**src/rtl/inst_fetch_pkg.sv**
```systemverilog
// Shared CPU definitions: fetch sequencer state encoding and the reset vector
// that both the PC register and the fetch unit start from.
package inst_fetch_pkg;

    typedef enum logic [1:0] {
        IDLE = 2'd0,
        REQ  = 2'd1,
        DATA = 2'd2,
        HOLD = 2'd3
    } fetch_state_e;

    localparam logic [31:0] RESET_VECTOR = 32'hbfc00000;

    function automatic logic word_aligned(input logic [1:0] lsb);
        return lsb == 2'b00;
    endfunction

endpackage

```
**src/rtl/inst_fetch.sv**
```systemverilog
// Instruction-fetch sequencer: one outstanding request on the SRAM-like bus,
// a one-word result buffer toward IF/ID, and flush-driven response discard.
module inst_fetch
    import inst_fetch_pkg::*;
#(
    parameter int WIDTH = 32
) (
    input  logic             clk,
    input  logic             rst,
    input  logic [WIDTH-1:0] pc_i,
    output logic             pc_en_o,
    input  logic             flush_i,
    input  logic             id_stall_i,
    output logic             inst_req_o,
    output logic [WIDTH-1:0] inst_addr_o,
    input  logic             inst_addr_ok_i,
    input  logic             inst_data_ok_i,
    input  logic [WIDTH-1:0] inst_rdata_i,
    output logic             inst_valid_o,
    output logic [WIDTH-1:0] inst_o,
    output logic [WIDTH-1:0] pc_o,
    output logic             adel_o
);

    fetch_state_e     state_q, state_d;
    logic [WIDTH-1:0] addr_q, addr_d;
    logic [WIDTH-1:0] inst_q, inst_d;
    logic [WIDTH-1:0] pc_q, pc_d;
    logic             kill_q, kill_d;
    logic             adel_q, adel_d;
    logic             pc_aligned;

    assign pc_aligned = word_aligned(pc_i[1:0]);

    always_ff @(posedge clk or negedge rst) begin
        if (!rst) begin
            state_q <= IDLE;
            addr_q  <= '0;
            inst_q  <= '0;
            pc_q    <= '0;
            kill_q  <= 1'b0;
            adel_q  <= 1'b0;
        end else begin
            state_q <= state_d;
            addr_q  <= addr_d;
            inst_q  <= inst_d;
            pc_q    <= pc_d;
            kill_q  <= kill_d;
            adel_q  <= adel_d;
        end
    end

    always_comb begin
        state_d    = state_q;
        addr_d     = addr_q;
        inst_d     = inst_q;
        pc_d       = pc_q;
        kill_d     = kill_q;
        adel_d     = adel_q;
        inst_req_o = 1'b0;
        pc_en_o    = 1'b0;

        case (state_q)
            IDLE: begin
                if (!flush_i) begin
                    if (!pc_aligned) begin
                        state_d = HOLD;
                        inst_d  = '0;
                        pc_d    = pc_i;
                        adel_d  = 1'b1;
                    end else begin
                        state_d = REQ;
                        addr_d  = pc_i;
                    end
                end
            end
            REQ: begin
                // Request is never withdrawn; a flush only marks the reply for discard.
                inst_req_o = 1'b1;
                pc_en_o    = inst_addr_ok_i & ~kill_q & ~flush_i;
                if (flush_i)
                    kill_d = 1'b1;
                if (inst_addr_ok_i)
                    state_d = DATA;
            end
            DATA: begin
                if (inst_data_ok_i) begin
                    if (kill_q || flush_i) begin
                        state_d = IDLE;
                        kill_d  = 1'b0;
                    end else begin
                        state_d = HOLD;
                        inst_d  = inst_rdata_i;
                        pc_d    = addr_q;
                        adel_d  = 1'b0;
                    end
                end else if (flush_i) begin
                    kill_d = 1'b1;
                end
            end
            HOLD: begin
                if (flush_i) begin
                    state_d = IDLE;
                    adel_d  = 1'b0;
                end else if (!id_stall_i) begin
                    adel_d = 1'b0;
                    if (pc_aligned) begin
                        state_d = REQ;
                        addr_d  = pc_i;
                    end else begin
                        // Misaligned PC is re-presented until exception logic flushes.
                        inst_d = '0;
                        pc_d   = pc_i;
                        adel_d = 1'b1;
                    end
                end
            end
            default: state_d = IDLE;
        endcase
    end

    assign inst_addr_o  = addr_q;
    assign inst_valid_o = (state_q == HOLD);
    assign inst_o       = inst_q;
    assign pc_o         = pc_q;
    assign adel_o       = adel_q;

endmodule

```
**config.mk**
```make
export PLATFORM = sky130hd
export DESIGN_NAME = inst_fetch
export DESIGN_NICKNAME = d
export VERILOG_FILES = /design/src/rtl/inst_fetch_pkg.sv /design/src/rtl/inst_fetch.sv
export SDC_FILE = /design/constraint.sdc
export NUM_CORES = 1
export LEC_CHECK = 0
export BUFFER_PORTS_ARGS = -buffer_cell sky130_fd_sc_hd__buf_4
export CORE_UTILIZATION = 35
export DETAILED_ROUTE_END_ITERATION = 8
export PLACE_DENSITY = 0.61
export SETUP_SLACK_MARGIN = 0.05
export SLEW_MARGIN = 20
export SYNTH_ARGS = -nofsm -noshare
export SYNTH_HDL_FRONTEND = slang
export SYNTH_SLANG_ARGS = --single-unit
```
**constraint.sdc**
```tcl
create_clock -name clk -period 1.7 [get_ports clk]
set_input_delay 0.17 -clock clk [delete_from_list [all_inputs] [get_ports clk]]
set_output_delay 0.17 -clock clk [all_outputs]
set_load 0.005 [all_outputs]
```
==> load_flow_metrics.sql <==
INSERT INTO impl_metrics (metric_group, metric, value, unit) VALUES
('status', 'outcome', 'finished with violations', ''),
('status', 'failed_checks', 'negative setup slack', ''),
('setup_path', 'r2r.worst_path.cells', '6', ''),
('cells_and_area', 'antenna_cells_inserted', '0', ''),
('cells_and_area', 'post_route_cells_drive_above_1_share', '43.83', '%'),
('place', 'dp_worst_setup_slack', '-285.7', 'ps'),
('timing', 'final.setup.worst_slack', '-179.0', 'ps'),
('yosys', 'register_bit_count_reported_by_yosys', '100', ''),
('die', 'top_level_ports', '170', ''),
('timing', 'worst-slew-pin-transition', '494.5', 'ps'),
('clock_tree', 'cts_max_level', '3', ''),
('timing', 'normalized_max_slew_margin', '67.03', '%'),
('yosys', 'synth_area', '4514', 'um2'),
('setup_path', 'cp.depth', '6', ''),
('grt', 'grt_start_max_net_pins', '45', ''),
('setup_path', 'worstPathRequired', '1920', 'ps'),
('timing', 'timing.final.crit_period', '1879', 'ps'),
('yosys', 'synth_sequential_area_ratio', '55.43', '%'),
('min_path', 'holdPathStages', '2', ''),
('run', 'cap_viol_max_count', '0', ''),
('place', 'dpl.hpwl', '8.104', 'mm'),
('grt', 'globalRouteTotalUtil', '17.59', '%'),
('cells_and_area', 'final_cell_area', '6780', 'um2'),
('grt', 'grt_overflow_total', '0', ''),
('timing', 'finalHoldWorstSlack', '39.83', 'ps'),
('timing', 'final_min_period_over_clock_period', '110.5', '%'),
('yosys', 'synth_simple_gate_area_share', '13.66', '%'),
('die', 'die-area', '13360', 'um2'),
('cells_and_area', 'synthToLayoutAreaGrowth', '50.19', '%'),
('grt', 'grt_pass1_wl', '17.84', 'mm'),
('setup_path', 'timing.critical_path.slowest_cell_delay', '390', 'ps'),
('clock_tree', 'clock_slew_at_the_register_clock_pins_of_the_worst_setup_and_hold_paths', '60', 'ps'),
('clock_tree', 'ctsRootBufferMaster', 'clkbuf_16', ''),
('yosys', 'synth_adder_area_share', '0', '%'),
('yosys', 'synth_edf_count', '0', ''),
('yosys', 'synthXorXnorAreaFrac', '0', '%'),
('pwr', 'power.density', '1808', 'nW/um2'),
('grt', 'initial_antenna_violation_count', '0', ''),
('place', 'port-buffer-count', '169', ''),
('yosys', 'syn_avg_cell_area', '10.75', 'um2'),
('yosys', 'synthMuxAreaShare', '22.81', '%'),
('routing', 'drtIter0Drc', '125', ''),
('routing', 'drcViolationCount', '0', ''),
('yosys', 'area_fraction_in_compound_gates_after_synthesis', '2.079', '%'),
('clock_tree', 'tritoncts_sinks', '100', ''),
('grt', 'first_global_vias', '3663', ''),
('setup_path', 'ff2ff_setup_slack', '-180', 'ps'),
('routing', 'final_antenna_net_count', '0', ''),
('routing', 'route.detailed.wl_per_inst', '14.96', 'um'),
('setup_path', 'cp_num_buf_inv', '2', ''),
('timing', 'hold_violations', '0', ''),
('min_path', 'worst_hold_path_type', 'in2reg', ''),
('place', 'post-place-cells', '764', ''),
('clock_tree', 'cts_buffers', '9', ''),
('yosys', 'synth_flop_cell', 'dfrtp_1', ''),
('die', 'die_h', '115.6', 'um'),
('timing', 'finalSetupViolations', '62', ''),
('die', 'floorplan.initialDensity', '35.77', '%'),
('timing', 'grt_setup_unrepaired', 'true', ''),
('yosys', 'postSynth.asyncResetShare', '100.0', '%'),
('setup_path', 'cp.arrival', '2100', 'ps'),
('place', 'gp_routability_congestion', '0.8061', ''),
('setup_path', 'critical_path.top_delay_family', 'simple AND/OR/NAND/NOR gates', ''),
('yosys', 'netlist_instances', '420', ''),
('min_path', 'timing.hold.worst.start', 'inst_addr_ok_i', ''),
('routing', 'avg_vias_per_cell', '4.525', ''),
('yosys', 'yosys_warnings', '0', ''),
('setup_path', 'setup.worst_path.start', 'state_q[0]', ''),
('cells_and_area', 'stdcell_count', '788', ''),
('routing', 'drt_first_pass_iters', '4', ''),
('setup_path', 'timing.rr.start', 'state_q[0]', '');
## Yosys cell counts (2+ instances only)
master | n | share of area (%)
a21oi_1 | 3 | 0.33
clkbuf_1 | 12 | 1.0
and2_1 | 3 | 0.42
mux2_2 | 35 | 8.7
mux2_1 | 28 | 7.0
inv_1 | 33 | 2.7
nor2b_1 | 3 | 0.42
mux2i_1 | 32 | 7.1
nor3_1 | 2 | 0.22
buf_6 | 7 | 1.7
nand2b_1 | 3 | 0.42
nand2_1 | 129 | 11
dfrtp_1 | 100 | 55
o21ai_0 | 2 | 0.22
o31ai_1 | 2 | 0.33
buf_2 | 3 | 0.33
nor2_1 | 12 | 1.0
## worst paths after layout
path                              endpoint
max in group asynchronous       inst_o[13]
min in group asynchronous         pc_o[23]
worst min register to register     pc_o[7]
worst max register to register    pc_o[16]
worst max-delay path              pc_o[16]
worst min-delay path            state_q[0]
## sequential cells by signal, indices dropped and copies added (netlist names)
| register | cells |
|---|---|
| pc_o | 32 |
| inst_o | 32 |
| state_q | 2 |
| adel_o | 1 |
| kill_q | 1 |
| inst_addr_o | 32 |
## per-stage QoR
stage	total power, mW	TNS (ps)	util (%)
3_5_place_dp	9.645	-15260	49.11
6_report	12.26	-9165	53.73
2_1_floorplan	6.787	-2864	-
4_1_cts	11.95	-11080	52.17
5_1_grt	13.12	-15750	53.73
3_3_place_gp	9.464	-10370	49.11
## power breakdown
part / leakage, nW / switching (mW) / internal (mW)
registers: 1.26 / 0.711 / 3.48
logic: 2.03 / 2.45 / 3.57
clock network: 0.154 / 0.835 / 1.23
total: 3.44 / 3.99 / 8.27
## logic make-up after synthesis
kind of cell / after synthesis
and+or+nand+nor: 155
muxes: 95
AOI/OAI and AO/OA: 13
buffers and inverters: 57
DFF: 100
## routing by layer
layer  GRT usage (%)  wire length (um)
met1           21.54              5169
met4           8.225               201
met5               0                 0
met3           4.289               744
met2           29.26              5669
## worst register-to-register path, stage by stage, from the launching register on
cell,delay (ps)
dfrtp_1,390
nand2_2,70
or3_4,340
a221oi_4,290
buf_6,180
clkbuf_16,160
mux2_1,320
## final cells by class
class                           count  area [um2]
Tap cell                          172       215.2
Inverter                           33       123.9
Multi-Input combinational cell    263        1889
Timing Repair Buffer              205        1742
Sequential cell                   100        2502
Fill cell                        1164        5839
Clock buffer                       15       307.8
## what timing repair did
item	4_1_cts	5_1_grt
hold endpoints to repair	32	0
endpoints found under the setup margin	66	66
buffers inserted	2	2
cloned	1	3
resized for setup	8	26
hold buffers	1	0
pin swaps	1	2
Note: power is estimated with default switching activity, not from simulation.
